$ cat src/rtl/pipe_regfile_if.sv
// pipe_regfile_if: read/writeback/claim bus of the pipelined register file.
//   master (issue/writeback side) drives rd_en, rd_addr, wr_*, claim_*;
//   slave (register file) drives rd_data, rd_busy, ps, init_done.
interface pipe_regfile_if #(
    parameter int DATA_WIDTH = 8,
    parameter int NUM_REGS   = 16,
    parameter int NUM_RD     = 2
);
    localparam int AW = $clog2(NUM_REGS);

    logic [NUM_RD-1:0]                 rd_en;
    logic [NUM_RD-1:0][AW-1:0]         rd_addr;
    logic [NUM_RD-1:0][DATA_WIDTH-1:0] rd_data;
    logic [NUM_RD-1:0]                 rd_busy;
    logic                              ps;
    logic                              wr_valid;
    logic [AW-1:0]                     wr_addr;
    logic [DATA_WIDTH-1:0]             wr_data;
    logic                              wr_ps_en;
    logic                              wr_ps;
    logic                              claim_valid;
    logic [AW-1:0]                     claim_addr;
    logic                              init_done;

    modport master (
        output rd_en, rd_addr, wr_valid, wr_addr, wr_data, wr_ps_en, wr_ps,
               claim_valid, claim_addr,
        input  rd_data, rd_busy, ps, init_done
    );

    modport slave (
        input  rd_en, rd_addr, wr_valid, wr_addr, wr_data, wr_ps_en, wr_ps,
               claim_valid, claim_addr,
        output rd_data, rd_busy, ps, init_done
    );
endinterface

$ cat src/rtl/pipe_regfile.sv
// pipe_regfile: register file with per-register busy scoreboard, predicate bit
// and an INIT sweep that clears every register after reset.
//   clk, rst : single clock, synchronous active-high reset
//   bus      : pipe_regfile_if.slave (read ports, writeback, claim, ps, init_done)
//   Define PIPE_REGFILE_BYPASS_EN to forward same-cycle writeback data to reads.
module pipe_regfile #(
    parameter int DATA_WIDTH = 8,
    parameter int NUM_REGS   = 16,
    parameter int NUM_RD     = 2
) (
    input logic            clk,
    input logic            rst,
    pipe_regfile_if.slave  bus
);
    localparam int AW = $clog2(NUM_REGS);
    localparam logic [AW:0]   NR   = (AW+1)'(NUM_REGS);
    localparam logic [AW-1:0] LAST = AW'(NUM_REGS - 1);

    typedef enum logic {INIT, RUN} state_t;

    state_t                      state;
    logic [AW-1:0]               init_cnt;
    logic [DATA_WIDTH-1:0]       regs [NUM_REGS];
    logic [NUM_REGS-1:0]         busy;
    logic                        ps_q;
    logic [NUM_RD-1:0][DATA_WIDTH-1:0] rd_data;
    logic [NUM_RD-1:0]           rd_busy;

    function automatic logic in_range(input logic [AW-1:0] a);
        return {1'b0, a} < NR;
    endfunction

    // Registers are not reset directly; the INIT sweep zeroes one per cycle.
    always_ff @(posedge clk) begin
        if (rst) begin
            state    <= INIT;
            init_cnt <= '0;
            busy     <= '0;
            ps_q     <= 1'b0;
        end else if (state == INIT) begin
            regs[init_cnt] <= '0;
            init_cnt       <= init_cnt + 1'b1;
            if (init_cnt == LAST)
                state <= RUN;
        end else begin
            if (bus.wr_valid && in_range(bus.wr_addr)) begin
                regs[bus.wr_addr] <= bus.wr_data;
                busy[bus.wr_addr] <= 1'b0;
            end
            // Placed after the writeback so a same-address claim leaves busy set.
            if (bus.claim_valid && in_range(bus.claim_addr))
                busy[bus.claim_addr] <= 1'b1;
            if (bus.wr_ps_en)
                ps_q <= bus.wr_ps;
        end
    end

    always_comb begin
        rd_data = '0;
        rd_busy = '0;
        for (int i = 0; i < NUM_RD; i++) begin
            if (state == RUN && bus.rd_en[i] && in_range(bus.rd_addr[i])) begin
                rd_data[i] = regs[bus.rd_addr[i]];
                rd_busy[i] = busy[bus.rd_addr[i]];
`ifdef PIPE_REGFILE_BYPASS_EN
                if (bus.wr_valid && bus.wr_addr == bus.rd_addr[i]) begin
                    rd_data[i] = bus.wr_data;
                    rd_busy[i] = bus.claim_valid && bus.claim_addr == bus.rd_addr[i];
                end
`endif
            end
        end
    end

    assign bus.rd_data   = rd_data;
    assign bus.rd_busy   = rd_busy;
    assign bus.ps        = ps_q;
    assign bus.init_done = state == RUN;
endmodule

$ cat src/flat_wrapper.sv
// flat-port wrapper written by rule: the top's interface ports become plain ports
module pipe_regfile_flat 
#(
    parameter int DATA_WIDTH = 8,
    parameter int NUM_REGS   = 16,
    parameter int NUM_RD     = 2
)
  (clk, rst, bus_rd_en, bus_rd_addr, bus_wr_valid, bus_wr_addr, bus_wr_data, bus_wr_ps_en, bus_wr_ps, bus_claim_valid, bus_claim_addr, bus_rd_data, bus_rd_busy, bus_ps, bus_init_done);
  pipe_regfile_if #(.DATA_WIDTH(DATA_WIDTH), .NUM_REGS(NUM_REGS), .NUM_RD(NUM_RD)) bus_i ();
  input logic clk;
  input logic rst;
  input wire logic [$bits(bus_i.rd_en)-1:0] bus_rd_en;
  input wire logic [$bits(bus_i.rd_addr)-1:0] bus_rd_addr;
  input wire logic [$bits(bus_i.wr_valid)-1:0] bus_wr_valid;
  input wire logic [$bits(bus_i.wr_addr)-1:0] bus_wr_addr;
  input wire logic [$bits(bus_i.wr_data)-1:0] bus_wr_data;
  input wire logic [$bits(bus_i.wr_ps_en)-1:0] bus_wr_ps_en;
  input wire logic [$bits(bus_i.wr_ps)-1:0] bus_wr_ps;
  input wire logic [$bits(bus_i.claim_valid)-1:0] bus_claim_valid;
  input wire logic [$bits(bus_i.claim_addr)-1:0] bus_claim_addr;
  output wire logic [$bits(bus_i.rd_data)-1:0] bus_rd_data;
  output wire logic [$bits(bus_i.rd_busy)-1:0] bus_rd_busy;
  output wire logic [$bits(bus_i.ps)-1:0] bus_ps;
  output wire logic [$bits(bus_i.init_done)-1:0] bus_init_done;
  assign bus_i.rd_en = bus_rd_en;
  assign bus_i.rd_addr = bus_rd_addr;
  assign bus_i.wr_valid = bus_wr_valid;
  assign bus_i.wr_addr = bus_wr_addr;
  assign bus_i.wr_data = bus_wr_data;
  assign bus_i.wr_ps_en = bus_wr_ps_en;
  assign bus_i.wr_ps = bus_wr_ps;
  assign bus_i.claim_valid = bus_claim_valid;
  assign bus_i.claim_addr = bus_claim_addr;
  assign bus_rd_data = bus_i.rd_data;
  assign bus_rd_busy = bus_i.rd_busy;
  assign bus_ps = bus_i.ps;
  assign bus_init_done = bus_i.init_done;
  pipe_regfile #(.DATA_WIDTH(DATA_WIDTH), .NUM_REGS(NUM_REGS), .NUM_RD(NUM_RD)) u_core (.clk(clk), .rst(rst), .bus(bus_i));
endmodule
$ cat config.mk
export PLATFORM = sky130hd
export DESIGN_NAME = pipe_regfile_flat
export DESIGN_NICKNAME = d
export VERILOG_FILES = /design/src/rtl/pipe_regfile_if.sv /design/src/rtl/pipe_regfile.sv /design/src/flat_wrapper.sv
export SDC_FILE = /design/constraint.sdc
export NUM_CORES = 1
export LEC_CHECK = 0
export ABC_AREA = 1
export CAP_MARGIN = 0
export CORE_MARGIN = 4
export CORE_UTILIZATION = 55
export DETAILED_ROUTE_END_ITERATION = 10
export PLACE_DENSITY = 0.75
export SYNTH_ARGS = -nofsm -noshare
export SYNTH_HDL_FRONTEND = slang
export SYNTH_SLANG_ARGS = --single-unit
$ cat constraint.sdc
create_clock -name clk -period 2.2 [get_ports clk]
set_input_delay 0.44 -clock clk [delete_from_list [all_inputs] [get_ports clk]]
set_output_delay 0.44 -clock clk [all_outputs]
set_load 0.01 [all_outputs]
After elaboration in Yosys (flattened, before gate mapping)
Memory sizes are Yosys's and may differ from the RTL's.
Cells that the tools add are included.
- bits in writable memories: 128
- output and inout port bits: 20
- logic and storage cells: 50
- bits in registers: 22
- memories: 1
- bits of input ports: 32
- memory list (memory ; words ; width ; rd ports ; clocked after memory_dff ; write ports ; RTL line ; text):
    u_core.regs ; 16 ; 8 ; 2 ; 0 ; 1 ; pipe_regfile.sv:23 ; logic [DATA_WIDTH-1:0] regs [NUM_REGS];
- add/sub/neg operators: 1
- bitwise operators: 3
- equal/unequal tests: 1
- $lt $le $gt $ge: 6
- mux-type cells: 28
- reductions and logical operators: 6
- operators by type and width (operator ; count):
    $mux W16 ; 4
    $mux W8 ; 3
    $lt A4 B5 Y1 const B ; 4
    $and A16 B16 Y16 ; 1
    $mux W1 ; 16
    $not A16 Y16 ; 1
    $or A16 B16 Y16 ; 1
    $bmux W1 S4 ; 2
    $demux W1 S4 ; 2
    $ge A4 B1 Y1 const B ; 2
    $reduce_or A8 Y1 ; 1
    $add A4 B1 Y4 const B ; 1
    $eq A4 B4 Y1 const B ; 1
    $logic_and A1 B1 Y1 ; 4
    $mux W4 ; 1
    $reduce_and A2 Y1 ; 1

Logic depth before layout (Yosys ltp)
- depth in word-level cells: 11
- mapped depth: 8
- depth with buffers taken out: 7

Worst setup path before layout
OpenSTA, ideal clock, no wires.
- path type: register to register
- start: register u_core.state (netlist: u_core.bus.init_done)
- end: memory u_core.regs[13][0], enable pin
- arrival: 1470 ps
- required time: 1830 ps
- buffers on the path: 1
- cell stages (with the launch flop): 8
- path slack: 360 ps
- library setup time: 370 ps
- path through: dfxtp_1 -> nand3_4 -> buf_6 -> nand2_2 -> o21ai_2 -> inv_2 -> nand2_2 -> nor2_1
- longest elaborated chain between the ends: 5
- elaborated cells between the ends (all ways): 9
- those cells by class: mux: 8; reduce/logical: 1
- RTL lines (item ; RTL line ; text):
    start, declared ; pipe_regfile.sv:21 ; state_t state;
    start signal, assigned ; pipe_regfile.sv:36 ; state <= INIT;
    start signal, assigned ; pipe_regfile.sv:44 ; state <= RUN;
    $mux W1 ; pipe_regfile.sv:40 ; end else if (state == INIT) begin
    $mux W1 ; pipe_regfile.sv:35 ; if (rst) begin
    $mux W1 (implied by the code) ; pipe_regfile.sv:47 ; regs[bus.wr_addr] <= bus.wr_data;
    $reduce_or A8 Y1 (no line) ; n/a ;
    $mux W4 (no line) / $mux W1 (equally long branches) ; n/a ;
    end, declared ; pipe_regfile.sv:23 ;
Several ways; a longest one is shown, not always the timed one.

Worst setup path in the final report
- start: input bus_rd_addr[4]
- end: output bus_rd_data[15]
- longest elaborated chain between the ends: 2
- RTL lines (item ; RTL line ; text):
    start, declared ; flat_wrapper.sv:13 ; input wire logic [$bits(bus_i.rd_addr)-1:0] bus_rd_addr;
    $mem_v2 Z16 W8 ; n/a ;
    $mux W8 ; pipe_regfile.sv:62 ; if (state == RUN && bus.rd_en[i] && in_range(bus.rd_addr[i])) begin
    end, declared ; flat_wrapper.sv:21 ; output wire logic [$bits(bus_i.rd_data)-1:0] bus_rd_data;
Every way passes these cells.

==> results.yml <==
route:
  drc: 0
  drt-vias-per-instance: 5.82
  vias: 7897
  drtIter0Drc: 1123
  wire_per_inst_um: 18.2
  totalWireLength_mm: 24.6
  first_pass_iters: 6
  final_antenna_net_count: 0
global_routing:
  grt_overflow: 0
  grt_max_degree: 49
  grt_usage_pct: 29.8
  antenna_found_initial: 0
  grt_pass1_wl_mm: 38.6
  grt_pass1_vias: 7751
cells_and_area:
  instances_no_fill: 1357
  fillers: 1130
  nNetsFinal: 1193
  synthToLayoutAreaGrowth_pct: 24.1
  drive_gt1_share_pct: 13.6
  antenna_cells: 0
clock_tree:
  htreeDepth: 4
  cts.clk_slew.worst_paths_ns: 0.06
  clk_latency_ns: 0.44
  cts_root_buffer: "clkbuf_16"
  clock_path_buffers: 2
  cts_tree: "yes"
  cts_buffers: 17
  cts_sinks: 150
yosys:
  yosys-top-cells-area: "edfxtp_1 47%, nand3_1 16%, nand2_1 14%"
  avgSynthCellArea_um2: 7.71
  syn_nets: 1102
  synth.mux.area_fraction_pct: 0
  syn-instance-count: 1069
  synth-compound-area-share_pct: 3.98
  ys_seq_area_share_pct: 51.9
  yosys.area_share.simple_pct: 32.7
  yosys_warnings: 0
  yosys_register_bits: 150
  yosysTopAreaCellShare_pct: 46.6
  yosysTopAreaCell: "edfxtp_1"
  ys_types: 22
  synth_top_family_by_area: "simple AND/OR/NAND/NOR gates"
  synth_xor_area_share_pct: 0
  synthAdderAreaFrac_pct: 0.152
  syn_area_um2: 8250
sta:
  hold-worst-slack_ns: 0.474
  timing.fmax_ghz: 0.463
  final.period_utilization_pct: 98.3
  drv_slew: 0
  setup_viol: 0
  layout_min_cycle_time_ns: 2.16
  relSlewSlack_pct: 61.6
  worst_pin_slew_ns: 0.571
  finalHoldViolations: 0
  finClkSkew_ns: 0.00793
setup_path:
  critPathSlowestCell: "clkdlybuf4s15_2"
  crit_type: "input port to output pin"
  ff2ff_path_depth: 6
  critPathLaunch: "bus_rd_addr[4]"
  crit_path_cell_trace: "clkbuf_4 > inv_4 > buf_4 > nand2_1 > nand3_1 > nand3_1 > nand3_1 > a21oi_2 > clkdlybuf4s15_2"
  slowest_delay_ns: 0.24
  crit_path_end_kind: "output pin"
  cp_max_fo: 12
  crit_family: "buffers and inverters"
  crit_arrival_ns: 1.72
  rr_endpoint: "u_core.regs[7][6]"
  r2r_start: "u_core.bus.init_done"
  crit_path_start_kind: "input port"
  r2r_slack_ns: 0.12
  crit_required_ns: 1.76
  crit_buf_inv: 4
  cp_common_cell: "nand3_1"
floorplan:
  initial_core_util_pct: 56.5
  ios: 52
  die_h_um: 130
  dieArea_um2: 17000
  std_cell_rows: 44
  dieWidth_um: 130
  core_um2: 14600
min_path:
  min_to: "u_core.busy[6]"
  hold_path_class: "flop to flop"
  min_from: "u_core.busy[6]"
  whs_path_depth: 2
pwr:
  p_leak_nw: 4.62
  clockPowerShare_pct: 43.7
  ir_worst_vdd_v: 0.000634
  power_switching_mw: 1.69
  p_comb_share_pct: 11.3
  power_density_nw_per_um2: 670
  p_seq_share_pct: 45.0
  power.internal_mw: 5.17
  switching_share_pct: 24.6
placement:
  gp_congestion: 0.938
  dp.cells: 1321
  portBuffers: 51
  dp_hpwl_mm: 16.6
flow_run:
  cap_violations: 0
status:
  status: "finished clean"
==> layout make-up <==
cell class	count	area, um2	share of cell area (%)
Inverter	179	686	6.70
Clock buffer	18	429	4.19
Tap cell	184	230	2.25
Sequential cell	150	4280	41.8
Clock inverter	14	174	1.70
Multi-Input combinational cell	684	3120	30.4
Timing Repair Buffer	128	1320	12.9
==> tightest hold or removal path, stage by stage, from the launching register on <==
cell and delay, ns:
dfxtp_1 0.31, o21ai_0 0.06, a21oi_1 0.06
==> placed cells by master (no fill, tap or decap), drive strengths merged <==
| master | count |
|---|---|
| nand2 | 316 |
| nand3 | 267 |
| inv | 177 |
| edfxtp | 128 |
| buf | 78 |
| a21oi | 40 |
| nor2 | 27 |
| clkdlybuf4s50 | 25 |
| o21ai | 24 |
| clkbuf | 23 |
| dfxtp | 22 |
| clkdlybuf4s15 | 13 |
| clkinv | 9 |
| nor3 | 5 |
| clkinvlp | 4 |
| nand4 | 3 |
| bufinv | 3 |
| dlygate4sd2 | 3 |
| bufbuf | 2 |
| dlymetal6s2s | 2 |
| and3 | 1 |
| ha | 1 |
==> routing by layer <==
metal | routed length, um | GRT usage, % | vias to the layer above
li1 | - | - | 3650
met1 | 9210 | 36.9 | 3629
met2 | 11600 | 49.0 | 511
met3 | 2520 | 6.34 | 107
met4 | 1300 | 16.5 | 0
met5 | 0 | 0 | -
==> logic make-up (layout without fill, tap and decap cells) <==
| group | count (synthesis) | after routing |
|---|---|---|
| AND/OR/NAND/NOR | 619 | 619 |
| adder cells (fa/ha/maj) | 1 | 1 |
| flip-flops | 150 | 150 |
| buffers and inverters | 235 | 339 |
| AO/OA/AOI/OAI | 64 | 64 |
==> cells in the mapped netlist <==
library cell,n
nand4_1,3
nand2_1,312
nor3_1,5
o21ai_1,3
buf_1,17
inv_1,170
buf_6,1
edfxtp_1,128
buf_2,29
a21oi_1,40
dfxtp_1,22
inv_2,3
nand2_2,4
clkbuf_1,9
nor2_1,27
nand3_4,1
o21ai_2,2
clkinv_1,6
ha_1,1
nand3_1,266
o21ai_0,19
and3_1,1
==> power groups by stage <==
stage | combinational [mW] | clock [mW] | sequential (mW)
2_1_floorplan | 0.429 | 0 | 3.14
3_3_place_gp | 0.695 | 0 | 3.14
3_5_place_dp | 0.703 | 0 | 3.15
4_1_cts | 0.741 | 3.00 | 3.08
5_1_grt | 0.837 | 3.14 | 3.08
6_report | 0.773 | 3.00 | 3.08
==> sequential cells by signal (all words and copies together), names as in the netlist <==
name and cells:
u_core.regs 128, u_core.busy 16, u_core.init_cnt 4, u_core.bus.init_done 1, u_core.bus.ps 1
==> worst max-delay path by stage <==
stage | depth (start not counted) | endpoint | slack (ns)
floorplan | 7 | u_core.regs[13][0] | 0.36
global placement | 7 | bus_rd_data[9] | -0.65
detailed placement | 7 | bus_rd_data[9] | -0.63
CTS | 8 | bus_rd_data[15] | 0.002
global route | 6 | u_core.regs[7][6] | -0.03
finish | 9 | bus_rd_data[15] | 0.04
==> per-stage QoR <==
| stage | cell area (um2) | TNS, ns | utilization, % | worst slack (ns) | total power, mW |
|---|---|---|---|---|---|
| after global placement | 9420 | -17.74 | 64.6 | -0.653 | 3.84 |
| after global routing | 10200 | -0.131 | 70.2 | -0.0264 | 7.06 |
| after floorplan | 8250 | 0 | - | 0.360 | 3.57 |
| after CTS | 10200 | 0 | 69.8 | 0.00226 | 6.83 |
| after detailed placement | 9420 | -18.93 | 64.6 | -0.625 | 3.85 |
| final | 10200 | 0 | 70.2 | 0.0380 | 6.86 |
==> repair_timing <==
item,CTS,global route
gates resized for setup,78,25
gates cloned,2,0
hold buffers,0,0
endpoints found under the setup margin,18,25
pin swaps,1,2
buffers inserted,1,1
Note: power is estimated with default switching activity, not from simulation.
==> variant, RTL diff (config.mk and constraints unchanged) <==
Add a define of `PIPE_REGFILE_BYPASS_EN`.
--- a/src/rtl/pipe_regfile.sv
+++ b/src/rtl/pipe_regfile.sv
@@ -3,6 +3,8 @@
 //   clk, rst : single clock, synchronous active-high reset
 //   bus      : pipe_regfile_if.slave (read ports, writeback, claim, ps, init_done)
 //   Define PIPE_REGFILE_BYPASS_EN to forward same-cycle writeback data to reads.
+`define PIPE_REGFILE_BYPASS_EN
+
 module pipe_regfile #(
     parameter int DATA_WIDTH = 8,
     parameter int NUM_REGS   = 16,
Behaviour: same outputs for any inputs over 10 cycles, from zero or initial values and one cycle with rst high; that may be too few to reach the edited logic, so the function may still have changed.
==> variant against the unedited design <==
Area after synthesis up 6.5%; non-clock buffer count up 43; design area up 9.9%; global-route usage up 1.8 points; setup slack worse by 10 ps; via count up 14%; clock skew up 7.0 ps; sequential cell count unchanged; final cell count up 13%; wire length up 22%; power up 3.0%; critical endpoint is now bus_rd_data[13]; largest power group unchanged; highest routed layer unchanged.
==> variant: results (changes against the unedited design) <==
Hold Crit Start=u_core.bus.ps$_SDFFE_PP0P_ (was u_core.busy[6]$_SDFFE_PP0P_); worst hold-check path type=flop to flop (unchanged); CP peak stage delay=approximately 250 ps; worst path arrival time=1730 ps; CTS Buf Count=17 (unchanged); EDFF count, synth=128 (unchanged); grt peak-use layer=met2 (unchanged); dpl ws=-688 ps (was -625 ps); average wire per standard cell=19.5 um (was 18.2 um); largest net degree at the start of global routing=42 (was 49); drt pass-1 iters=7 (was 6); vias per cell=5.87 (was 5.82); Final Wtd Congestion=0.930 (was 0.938); synth cell count leaders=340 x nand2_1, 286 x nand3_1, 192 x inv_1 (was 312 x nand2_1, 266 x nand3_1, 170 x inv_1); R2R Path Start=u_core.bus.init_done$_SDFF_PP0_ (unchanged); met3 Usage GRT=0.0743 (was 0.0634); ranking of synthesized cells by area=edfxtp_1 44%, nand3_1 16%, nand2_1 15% (was edfxtp_1 47%, nand3_1 16%, nand2_1 14%); GRT met1 Usage=0.397 (was 0.369); vias in the first global route=8461 (was 7751); H-tree levels=4 (unchanged); relative max-transition margin=0.272 (was 0.616); input/output buffers=51 (unchanged); Pins Over Slew Limit=0 (unchanged); sequential share of the synthesized area=0.488 (was 0.519); Layout Nets=1349 (was 1193); met2 Use GR=0.503 (was 0.490); Post-DP Area=10200 um^2 (was 9420 um^2); CP delay by family, top=buffers and inverters (unchanged); Tot GR Track Use=0.316 (was 0.298); first-pass GRT wire length=44200 um (was 38600 um); Iteration-0 DRC Markers=1434 (was 1123); Synthesized Nets=1219 (was 1102); CP max FO=32 (was 12); clock root cell=clkbuf_16 (unchanged); initial antenna violation count=0 (unchanged); Critical Path Source=bus_rd_addr[4] (unchanged); CP max stage cell=buf_8 (was clkdlybuf4s15_2); Max IR drop VDD=591 uV (was 634 uV); Synth async-reset ratio=0 (unchanged); Ys Warns=0 (unchanged); dpl hpwl=18400 um (was 16600 um); status=finished, final reports clean (unchanged); share of layout cells above drive strength 1=0.167 (was 0.136); clk_skew=14.9 ps (was 7.93 ps); post-synth cell types=28 (was 22); LEAKAGE=5.34 nW (was 4.62 nW)
[variant: changes by cell type after synthesis, sizes merged, moves of 7 or more]
cell,before,now
a21oi,40,24
nor2,27,71
nand3,267,289
nand2,316,342
inv,173,198
clkbuf,9,22
buf,47,40
[variant: report_power, final]
| part | total, mW | leakage, nW | internal, mW | switching [mW] |
|---|---|---|---|---|
| clock | 2.95 | 0.278 | 1.77 | 1.18 |
| sequential | 3.08 | 1.53 | 3.07 | 0.00956 |
| combinational | 1.03 | 3.52 | 0.411 | 0.617 |
| total | 7.06 | 5.34 | 5.26 | 1.80 |
[variant: per-stage QoR]
stage / cells / setup TNS [ps]
floorplan: 1186 / 0
global placement: 1488 / -106550
detailed placement: 1488 / -111350
CTS: 1530 / 0
global route: 1539 / -136
finish: 1539 / 0
[variant: path summary, 6_finish.rpt]
path / end / slack (ps) / cells past startpoint
max: bus_rd_data[13] / 30 / 10
min: u_core.bus.ps$_SDFFE_PP0P_ / 460 / 2
max reg2reg: u_core.regs[5][2]$_DFFE_PP_ / 200 / 5
min reg2reg: u_core.bus.ps$_SDFFE_PP0P_ / 460 / 2
[variant: area by class of cell]
| class | count | area, um^2 |
|---|---|---|
| repair buffers | 171 | 1760 |
| clock buffers | 18 | 429 |
| fillers | 1171 | 4170 |
| well taps | 211 | 264 |
| inverters | 200 | 776 |
| clock inverters | 13 | 156 |
| flip-flops and latches | 150 | 4290 |
| multi-input cells | 776 | 3580 |
[variant: logic make-up after synthesis]
kind of cell | share of synthesized area
fa+ha+maj | 0.00142
compound gates | 0.0329
simple gates | 0.351
xor+xnor | 0.00598
flops | 0.488
buf+inv | 0.121
[variant: timing repair]
item / 4_1_cts / 5_1_grt
hold endpoints to repair: 0 / 0
endpoints found under the setup margin: 121 / 146
hold buffers: 0 / 0
pin swaps: 9 / 15
setup buffers: 8 / 2
gates resized for setup: 114 / 61
gates cloned: 3 / 7
[variant: worst min-delay path, delay by kind of cell, from the launching register on]
family,cells,cell delay (ps)
flip-flops,1,310
AND/OR/NAND/NOR,1,60
AO/OA/AOI/OAI,1,50
[variant: metal layers]
layer | part of all wire | up-vias
li1 | - | 4083
met1 | 0.35 | 4070
met2 | 0.45 | 714
met3 | 0.13 | 167
met4 | 0.064 | 0
met5 | 0 | -
